==> src/rtl/fetch_ctrl_if.sv <==
// Instruction-memory request/response bus between the fetch sequencer and
// the instruction memory. One request may be outstanding at a time.
//   imem_req    : fetch request, address imem_addr (master -> slave)
//   imem_addr   : fetch address (master -> slave)
//   imem_gnt    : request accepted this cycle (slave -> master)
//   imem_rvalid : response valid (slave -> master)
//   imem_rdata  : response instruction word (slave -> master)
interface fetch_ctrl_if;
  logic        imem_req;
  logic [31:0] imem_addr;
  logic        imem_gnt;
  logic        imem_rvalid;
  logic [31:0] imem_rdata;

  modport master (
    output imem_req,
    output imem_addr,
    input  imem_gnt,
    input  imem_rvalid,
    input  imem_rdata
  );

  modport slave (
    input  imem_req,
    input  imem_addr,
    output imem_gnt,
    output imem_rvalid,
    output imem_rdata
  );
endinterface

==> src/rtl/fetch_ctrl.sv <==
// Instruction-fetch sequencer.
// Drives the PC register (pc_next/stallF), issues one instruction-memory
// fetch at a time, handles EX-stage redirects (killing stale in-flight
// responses) and presents fetched words to IF/ID through a one-entry output
// register that holds while the hazard unit asserts hold.
// Ports:
//   clk, rst        : clock, synchronous active-high reset
//   pc_q            : current PC from the PC register
//   pc_next, stallF : PC register data input and hold (1 = keep pc_q)
//   imem            : instruction-memory bus (master side)
//   redirect_valid  : EX-stage taken branch/jump, target redirect_pc
//   hold            : IF/ID stall
//   instr_valid, instr, instr_pc : output register towards IF/ID
//   misaligned      : one-cycle pulse after a redirect with target[1:0] != 0
module fetch_ctrl #(
  parameter logic [31:0] RESET_PC = 32'h0000_0000
) (
  input  logic               clk,
  input  logic               rst,
  input  logic        [31:0] pc_q,
  output logic        [31:0] pc_next,
  output logic               stallF,
  fetch_ctrl_if.master       imem,
  input  logic               redirect_valid,
  input  logic        [31:0] redirect_pc,
  input  logic               hold,
  output logic               instr_valid,
  output logic        [31:0] instr,
  output logic        [31:0] instr_pc,
  output logic               misaligned
);

  typedef enum logic [1:0] {
    S_BOOT = 2'd0,
    S_REQ  = 2'd1,
    S_WAIT = 2'd2
  } state_t;

  state_t state, state_nxt;
  logic   kill;
  logic   slot_free;
  logic   redir_act;
  logic   issue;
  logic   accept;

  // A request may only go out when its response is guaranteed a free slot,
  // and never in a redirect cycle so a grant always belongs to a live PC.
  assign slot_free = !instr_valid || !hold;
  assign redir_act = redirect_valid && (state != S_BOOT);
  assign issue     = (state == S_REQ) && slot_free && !redirect_valid;
  assign accept    = (state == S_WAIT) && imem.imem_rvalid && !kill && !redirect_valid;

  // ---- state register ----
  always_ff @(posedge clk) begin
    if (rst) state <= S_BOOT;
    else     state <= state_nxt;
  end

  // ---- next-state logic ----
  always_comb begin
    state_nxt = state;
    case (state)
      S_BOOT:  state_nxt = S_REQ;
      S_REQ:   if (issue && imem.imem_gnt) state_nxt = S_WAIT;
      S_WAIT:  if (imem.imem_rvalid) state_nxt = S_REQ;
      default: state_nxt = S_BOOT;
    endcase
  end

  // ---- output logic ----
  // Priority: boot load, then redirect, then response advance, else hold PC.
  always_comb begin
    imem.imem_req  = issue;
    imem.imem_addr = pc_q;
    pc_next        = pc_q;
    stallF         = 1'b1;
    if (state == S_BOOT) begin
      pc_next = RESET_PC;
      stallF  = 1'b0;
    end else if (redirect_valid) begin
      pc_next = {redirect_pc[31:2], 2'b00};
      stallF  = 1'b0;
    end else if (accept) begin
      pc_next = pc_q + 32'd4;
      stallF  = 1'b0;
    end
  end

  // ---- kill flag, output register, misaligned pulse ----
  always_ff @(posedge clk) begin
    if (rst) begin
      kill        <= 1'b0;
      instr_valid <= 1'b0;
      instr       <= '0;
      instr_pc    <= '0;
      misaligned  <= 1'b0;
    end else begin
      misaligned <= redir_act && (redirect_pc[1:0] != 2'b00);

      // The response of a fetch redirected away while in flight is stale;
      // remember that until it arrives so it can be dropped.
      if (state == S_WAIT) begin
        if (imem.imem_rvalid)   kill <= 1'b0;
        else if (redirect_valid) kill <= 1'b1;
      end

      if (redir_act) begin
        instr_valid <= 1'b0;
      end else if (accept) begin
        instr_valid <= 1'b1;
        instr       <= imem.imem_rdata;
        instr_pc    <= pc_q;
      end else if (instr_valid && !hold) begin
        instr_valid <= 1'b0;
      end
    end
  end

endmodule

==> src/flat_wrapper.sv <==
// flat-port wrapper written by rule: the top's interface ports become plain ports
module fetch_ctrl_flat 
#(
  parameter logic [31:0] RESET_PC = 32'h0000_0000
)
  (clk, rst, pc_q, pc_next, stallF, redirect_valid, redirect_pc, hold, instr_valid, instr, instr_pc, misaligned, imem_imem_req, imem_imem_addr, imem_imem_gnt, imem_imem_rvalid, imem_imem_rdata);
  fetch_ctrl_if imem_i ();
  input  logic clk;
  input  logic rst;
  input  logic        [31:0] pc_q;
  output logic        [31:0] pc_next;
  output logic stallF;
  input  logic redirect_valid;
  input  logic        [31:0] redirect_pc;
  input  logic hold;
  output logic instr_valid;
  output logic        [31:0] instr;
  output logic        [31:0] instr_pc;
  output logic misaligned;
  output wire logic [$bits(imem_i.imem_req)-1:0] imem_imem_req;
  output wire logic [$bits(imem_i.imem_addr)-1:0] imem_imem_addr;
  input wire logic [$bits(imem_i.imem_gnt)-1:0] imem_imem_gnt;
  input wire logic [$bits(imem_i.imem_rvalid)-1:0] imem_imem_rvalid;
  input wire logic [$bits(imem_i.imem_rdata)-1:0] imem_imem_rdata;
  assign imem_imem_req = imem_i.imem_req;
  assign imem_imem_addr = imem_i.imem_addr;
  assign imem_i.imem_gnt = imem_imem_gnt;
  assign imem_i.imem_rvalid = imem_imem_rvalid;
  assign imem_i.imem_rdata = imem_imem_rdata;
  fetch_ctrl #(.RESET_PC(RESET_PC)) u_core (.clk(clk), .rst(rst), .pc_q(pc_q), .pc_next(pc_next), .stallF(stallF), .imem(imem_i), .redirect_valid(redirect_valid), .redirect_pc(redirect_pc), .hold(hold), .instr_valid(instr_valid), .instr(instr), .instr_pc(instr_pc), .misaligned(misaligned));
endmodule
==> config.mk <==
export PLATFORM = sky130hd
export DESIGN_NAME = fetch_ctrl_flat
export DESIGN_NICKNAME = d
export VERILOG_FILES = /design/src/rtl/fetch_ctrl_if.sv /design/src/rtl/fetch_ctrl.sv /design/src/flat_wrapper.sv
export SDC_FILE = /design/constraint.sdc
export NUM_CORES = 1
export LEC_CHECK = 0
export ABC_AREA = 1
export ABC_CLOCK_PERIOD_IN_PS = 3000
export CAP_MARGIN = 20
export CORE_ASPECT_RATIO = 0.6
export CORE_MARGIN = 8
export CORE_UTILIZATION = 42
export CTS_BUF_LIST = sky130_fd_sc_hd__clkbuf_4
export DETAILED_ROUTE_END_ITERATION = 16
export PLACE_DENSITY = 0.85
export SLEW_MARGIN = 20
export SYNTH_ARGS = -nofsm -noshare
export SYNTH_HDL_FRONTEND = slang
export SYNTH_SLANG_ARGS = --single-unit
==> constraint.sdc <==
create_clock -name clk -period 3 [get_ports clk]
set_input_delay 0.45 -clock clk [delete_from_list [all_inputs] [get_ports clk]]
set_output_delay 0.45 -clock clk [all_outputs]
set_load 0.05 [all_outputs]
==> results of run 1 <==
## routing by layer
layer  track usage  wire (um)  share of wire
met4       0.05222        239          0.014
met2        0.4242       8044           0.47
met5             0          0              0
met1        0.2859       6819           0.40
met3        0.1017       2080           0.12
## power by group
group	internal [uW]	leakage, uW	switching (uW)	total (uW)
Clock	248	0.0000654	349	597
Sequential	924	0.000556	5.42	929
Combinational	365	0.00214	490	856
## how the worst min path moves through the flow
| stage | from | endpoint | cells after the start |
|---|---|---|---|
| final | pc_q[2] | u_core.instr_pc[2] | 3 |
| after global routing | pc_q[2] | u_core.instr_pc[2] | 3 |
| after CTS | u_core.instr_pc[7] | u_core.instr_pc[7] | 2 |
| after detailed placement | u_core.instr_pc[7] | u_core.instr_pc[7] | 2 |
| after global placement | u_core.instr[27] | u_core.instr[27] | 2 |
| after floorplan | u_core.kill | u_core.kill | 2 |
## registers in the layout, indices dropped and copies added (netlist names)
register / cells
u_core.instr: 32
u_core.instr_pc: 32
u_core.state: 2
u_core.instr_valid: 1
u_core.kill: 1
u_core.misaligned: 1
## cells by family after synthesis
| logic type | Yosys count | share of synthesized area |
|---|---|---|
| flops | 69 | 0.3355 |
| simple gates | 344 | 0.3585 |
| fa+ha+maj | 1 | 0.003038 |
| xor+xnor | 2 | 0.004255 |
| compound gates | 112 | 0.1395 |
| buf+inv | 127 | 0.1592 |
## critical path, delay by kind of cell
kind          cells  cell delay, ns
simple gates      8            1.09
buf+inv           3            0.87
## Yosys cell counts, types with 2 or more instances
cell type | number | area, um^2
inv_2 | 2 | 7.510
inv_1 | 62 | 232.7
o21ai_0 | 31 | 155.2
buf_1 | 2 | 7.510
a21oi_1 | 75 | 375.4
xor2_1 | 2 | 17.52
dfxtp_1 | 69 | 1381
nand2_1 | 189 | 709.4
nor2_4 | 4 | 45.04
nor2_2 | 4 | 25.02
buf_6 | 7 | 78.83
nand3_1 | 42 | 210.2
nor2_1 | 76 | 285.3
nand4_1 | 14 | 87.58
nor3_1 | 5 | 25.02
buf_4 | 32 | 240.2
clkbuf_1 | 17 | 63.81
buf_2 | 5 | 25.02
nand3b_1 | 6 | 45.04
## per-stage QoR
stage	utilization	power, uW	setup WS (ns)
6_report	0.7042	2382	0.1316
5_1_grt	0.7042	2482	-0.04587
4_1_cts	0.6971	2396	0.1165
3_5_place_dp	0.6833	1802	0.1210
3_3_place_gp	0.6833	1794	0.1739
2_1_floorplan	-	1383	0.3543
## repair_timing
item                       in CTS  in global routing
buffers inserted                0                  4
setup endpoints to repair       0                 16
gates resized for setup         0                  9
hold endpoints to repair        0                  0
## final cells by class
type	count	area, um^2	share of cell area
clock buffers	9	67.56	0.009886
clock inverters	7	66.31	0.009703
repair buffers	254	2790	0.4083
inverters	64	242.7	0.03552
flip-flops and latches	69	1381	0.2021
well taps	135	168.9	0.02472
multi-input cells	460	2117	0.3098
==> metrics.txt, run 1 <==
net count after synthesis 758; Sum Neg Setup Slack 0 ns; ys flop type dfxtp_1; Reg-to-Reg Start u_core.state[1]; number of placed instances with taps included between 900 and 1000; kind of end point of the critical path output pin; total of flip-flops plus latches after synthesis 69; number of warning messages in the yosys log 0; power density over the cells 348.5 nW/um^2; status complete, no violations; Data required, critical path approximately 2.6 ns; number of fill cells in the layout just under 800; cell area after placement approximately 6600 um^2; fin crit period ~2.9 ns; area added between synthesis and finish 65.97%; maximum fanout along the worst path 6; largest net degree at the start of global routing 56; DRC violations left 0; sort of element at the start of the critical path input port; count of flip-flops with a built-in enable after synthesis 0; top-level I/O count 234; Synth Cell Area 4118 um^2; clock latency at the later pin of the worst-skew pair between 0.4 and 0.5 ns; H-Tree Depth 3; Clock Skew slightly above 0.01 ns; Seq/Total Area, Yosys 0.3355; CTS root buf clkbuf_4; Core Box Area around 9700 um^2; most common cell after layout, fill and taps aside clkdlybuf4s50_1; diodes inserted 0; die footprint around 13000 um^2; Port Buf Inserts around 230; most frequent cells in the layout clkdlybuf4s50_1 (197), nand2_1 (189), a21oi_1 (75); Pins Over Slew Limit 0; Max-cap violations 0; most frequent CP cell nand2_1; path category of the worst min-delay check in2reg; die outline height 92.70 um; final design area excluding fillers 6834 um^2; TritonCTS clock tree built; final cell count without fillers approximately 1000; drt pass-1 iters 5; GP Congestion around 0.89; cts bufs inserted 9; detailed-route via count between 5000 and 6000; Initial Utilization 0.4243; synthesized area divided by synthesized cell count 6.287 um^2; final clock period utilization by the worst path 0.9561; # setup viols final 0; register-to-register setup slack roughly 1.2 ns; Horiz. Die Dim 143.8 um; Final ANT Viol Nets 0; data arrival time of the worst path ~2.4 ns; post-route worst hold slack a little over 0.4 ns; CP Launch Point pc_q[16]; final routed wirelength across all metal layers between 15000 and 20000 um; vias in the first global route 5054; leakage between 0.002 and 0.003 uW; wire length of the first global-routing pass between 20000 and 30000 um; final number of hold-violating endpoints 0; hold-fix buffers at CTS 0; share of synthesized registers carrying an async set or reset 0; clock transition at the register clock pins on the worst setup and hold paths after CTS 0.12 ns; GRT Residual Overflow 0; highest attainable clock frequency ~350 MHz; aggregate global-route resource usage 0.2479; instance count of the mapped netlist approximately 660; number of nets in the layout approximately 960; Initial DRC Count between 300 and 400; critical-path cell with the highest stage delay clkdlybuf4s50_1; final HPWL from detailed placement ~14000 um; classification of the worst setup path in2out; r2r worst-path depth 7; list of cells traversed by the critical path clkdlybuf4s50_1 -> nand2_1 -> nor2_1 -> nand2_1 -> nor2_1 -> nand3_1 -> nand2_1 -> nand3_1 -> nand2_1 -> inv_1 -> buf_12; RSZ-0062 raised after global routing true; share of layout cells above drive strength 1 0.1066; average detailed-routed wire length per instance between 15 and 20 um; critical path endpoint pc_next[28]; worst-case clock buffer depth 2; number of distinct library cell variants in the gate-level netlist after synthesis 30; std cell rows 28; Clock Sinks 69; via/cell ratio between 5 and 6; antenna violations before repair 0; worst rel slew slack 0.5692; peak per-stage delay on the critical path 0.64 ns; critical register-to-register path endpoint u_core.instr[24]; Worst IR Drop VDD 290.5 uV; actual transition at the worst max-transition pin 0.6442 ns
No activity file was read; power rests on OpenSTA's default activity.
==> run 2: changes to the inputs <==
Settings changed: REMOVE_ABC_BUFFERS set to 1, SKIP_LAST_GASP set to 1.
==> metrics.txt, run 2 (synthesis gave the netlist of run 1 again) <==
TritonCTS clock tree built; share of layout cells above drive strength 1 0.1067; list of cells traversed by the critical path clkdlybuf4s50_1 -> ha_2 -> nand2_1 -> nor2_2 -> nand3_2 -> nor2_4 -> nand4_1 -> nand3_1 -> nand2_1 -> inv_1 -> buf_12; Clock Sinks 69; critical-path cell with the highest stage delay clkdlybuf4s50_1; CTS root buf clkbuf_4; detailed-route via count approximately 5000; highest attainable clock frequency roughly 350 MHz; antenna violations before repair 0; Port Buf Inserts between 200 and 250; Sum Neg Setup Slack 0 ns; GRT Residual Overflow 0; aggregate global-route resource usage 0.2520; fin crit period 2.894 ns; largest registers ranked by flip-flop count u_core.instr: 32 flops, u_core.instr_pc: 32 flops, u_core.state: 2 flops; Pins Over Slew Limit 0; via/cell ratio a little over 5; top-level I/O count between 200 and 250; worst-case clock buffer depth 2; maximum fanout along the worst path 5; diodes inserted 0; number of nets in the layout 960; Initial DRC Count between 300 and 400; Max-cap violations 0; GP Congestion just over 0.9; vias in the first global route roughly 5000; leakage 0.002777 uW; final design area excluding fillers 6858 um^2; data arrival time of the worst path approximately 2.4 ns; average detailed-routed wire length per instance around 17 um; register-to-register setup slack between 1 and 1.5 ns; die outline height ~93 um; final routed wirelength across all metal layers approximately 17000 um; wire length of the first global-routing pass roughly 27000 um; cell area after placement ~6700 um^2; status complete, no violations; die footprint ~13000 um^2; DRC violations left 0; number of buffer and inverter stages on the critical path 3; Core Box Area 9704 um^2; peak per-stage delay on the critical path 0.55 ns; Worst IR Drop VDD 264.3 uV; most frequent cells in the layout clkdlybuf4s50_1 (197), nand2_1 (189), a21oi_1 (75); Initial Utilization 0.4243; worst rel slew slack 0.5861; area added between synthesis and finish 66.55%; cts bufs inserted 9; Clock Skew 0.01023 ns; classification of the worst setup path in2out; drt pass-1 iters 6; std cell rows 28; # setup viols final 0; path category of the worst min-delay check in2reg; most frequent CP cell nand2_1; Data required, critical path approximately 2.6 ns; Top Family by Delay on Critical Path simple AND/OR/NAND/NOR gates; Horiz. Die Dim 143.8 um; RSZ-0062 raised after global routing true; clock latency at the later pin of the worst-skew pair 0.42 ns; most common cell after layout, fill and taps aside clkdlybuf4s50_1; clock transition at the register clock pins on the worst setup and hold paths after CTS about 0.13 ns; actual transition at the worst max-transition pin ~0.62 ns; final clock period utilization by the worst path 0.9647; largest net degree at the start of global routing between 50 and 60; final number of hold-violating endpoints 0; Final ANT Viol Nets 0; power density over the cells between 300 and 400 nW/um^2; H-Tree Depth 3; kind of end point of the critical path output pin; sort of element at the start of the critical path input port; final HPWL from detailed placement ~14000 um
==> run 2: cell types whose count changed in the layout (fill, tap and decap cells not counted), sizes merged <==
cell	delta
clkinvlp	-1
inv	+2
bufinv	+1
buf	-1
clkinv	-2
==> run 2: layout make-up <==
type                    count  area [um^2]
fillers                   797         2846
repair buffers            253         2783
multi-input cells         460         2120
flip-flops and latches     69         1381
inverters                  64        240.2
well taps                 135        168.9
clock inverters             7        97.59
clock buffers               9        67.56
==> run 2: path summary, 6_finish.rpt <==
| check | startpoint | end | cells after the start |
|---|---|---|---|
| setup / recovery | pc_q[2] | pc_next[26] | 11 |
| hold / removal | pc_q[4] | u_core.instr_pc[4] | 3 |
| setup reg to reg | u_core.state[1] | u_core.instr_pc[19] | 7 |
| hold reg to reg | u_core.instr[27] | u_core.instr[27] | 2 |
==> run 2: where the power goes <==
part	switching (uW)	internal, uW	leakage, uW	total, uW
Sequential	5.58	924	0.000556	930
Combinational	493	367	0.00214	860
Clock	381	342	0.0000829	723
==> run 2: per-layer routing <==
| layer | vias up | wire length [um] | GRT usage |
|---|---|---|---|
| met2 | 255 | 7827 | 0.4109 |
| met5 | - | 0 | 0 |
| li1 | 2473 | - | - |
| met1 | 2317 | 6912 | 0.2985 |
| met4 | 0 | 280 | 0.07050 |
| met3 | 26 | 2219 | 0.1063 |
==> run 2: repair_timing <==
action	in CTS	in global routing
resized for setup	0	9
setup endpoints to repair	0	20
setup buffers	0	0
hold buffers	0	0
==> run 2: worst register-to-register path, cell delays in order (launching register included) <==
cell and delay [ns]:
dfxtp_1 0.42, inv_2 0.07, nor2_4 0.15, nand4_4 0.29
inv_2 0.26, buf_4 0.29, o21ai_0 0.12, a21oi_1 0.18
==> run 2: metrics by stage <==
step / instances / utilization / hold slack [ns] / setup slack [ns] / power [uW]
6_report: 997 / 0.7067 / 0.4258 / 0.1060 / 2513
4_1_cts: 996 / 0.7027 / 0.4771 / 0.02996 / 2529
3_5_place_dp: 980 / 0.6857 / 0.4578 / 0.04083 / 1808
2_1_floorplan: 592 / - / 0.5140 / -1.525 / 1252
3_3_place_gp: 980 / 0.6857 / 0.4506 / 0.1121 / 1798
5_1_grt: 997 / 0.7067 / 0.4010 / -0.02034 / 2614
==> run 3: changes to the inputs <==
Settings changed: CTS_CLUSTER_DIAMETER set to 80.
==> results of run 3 <==
No change in the layout: final DEF, timing and power equal those of run 2.
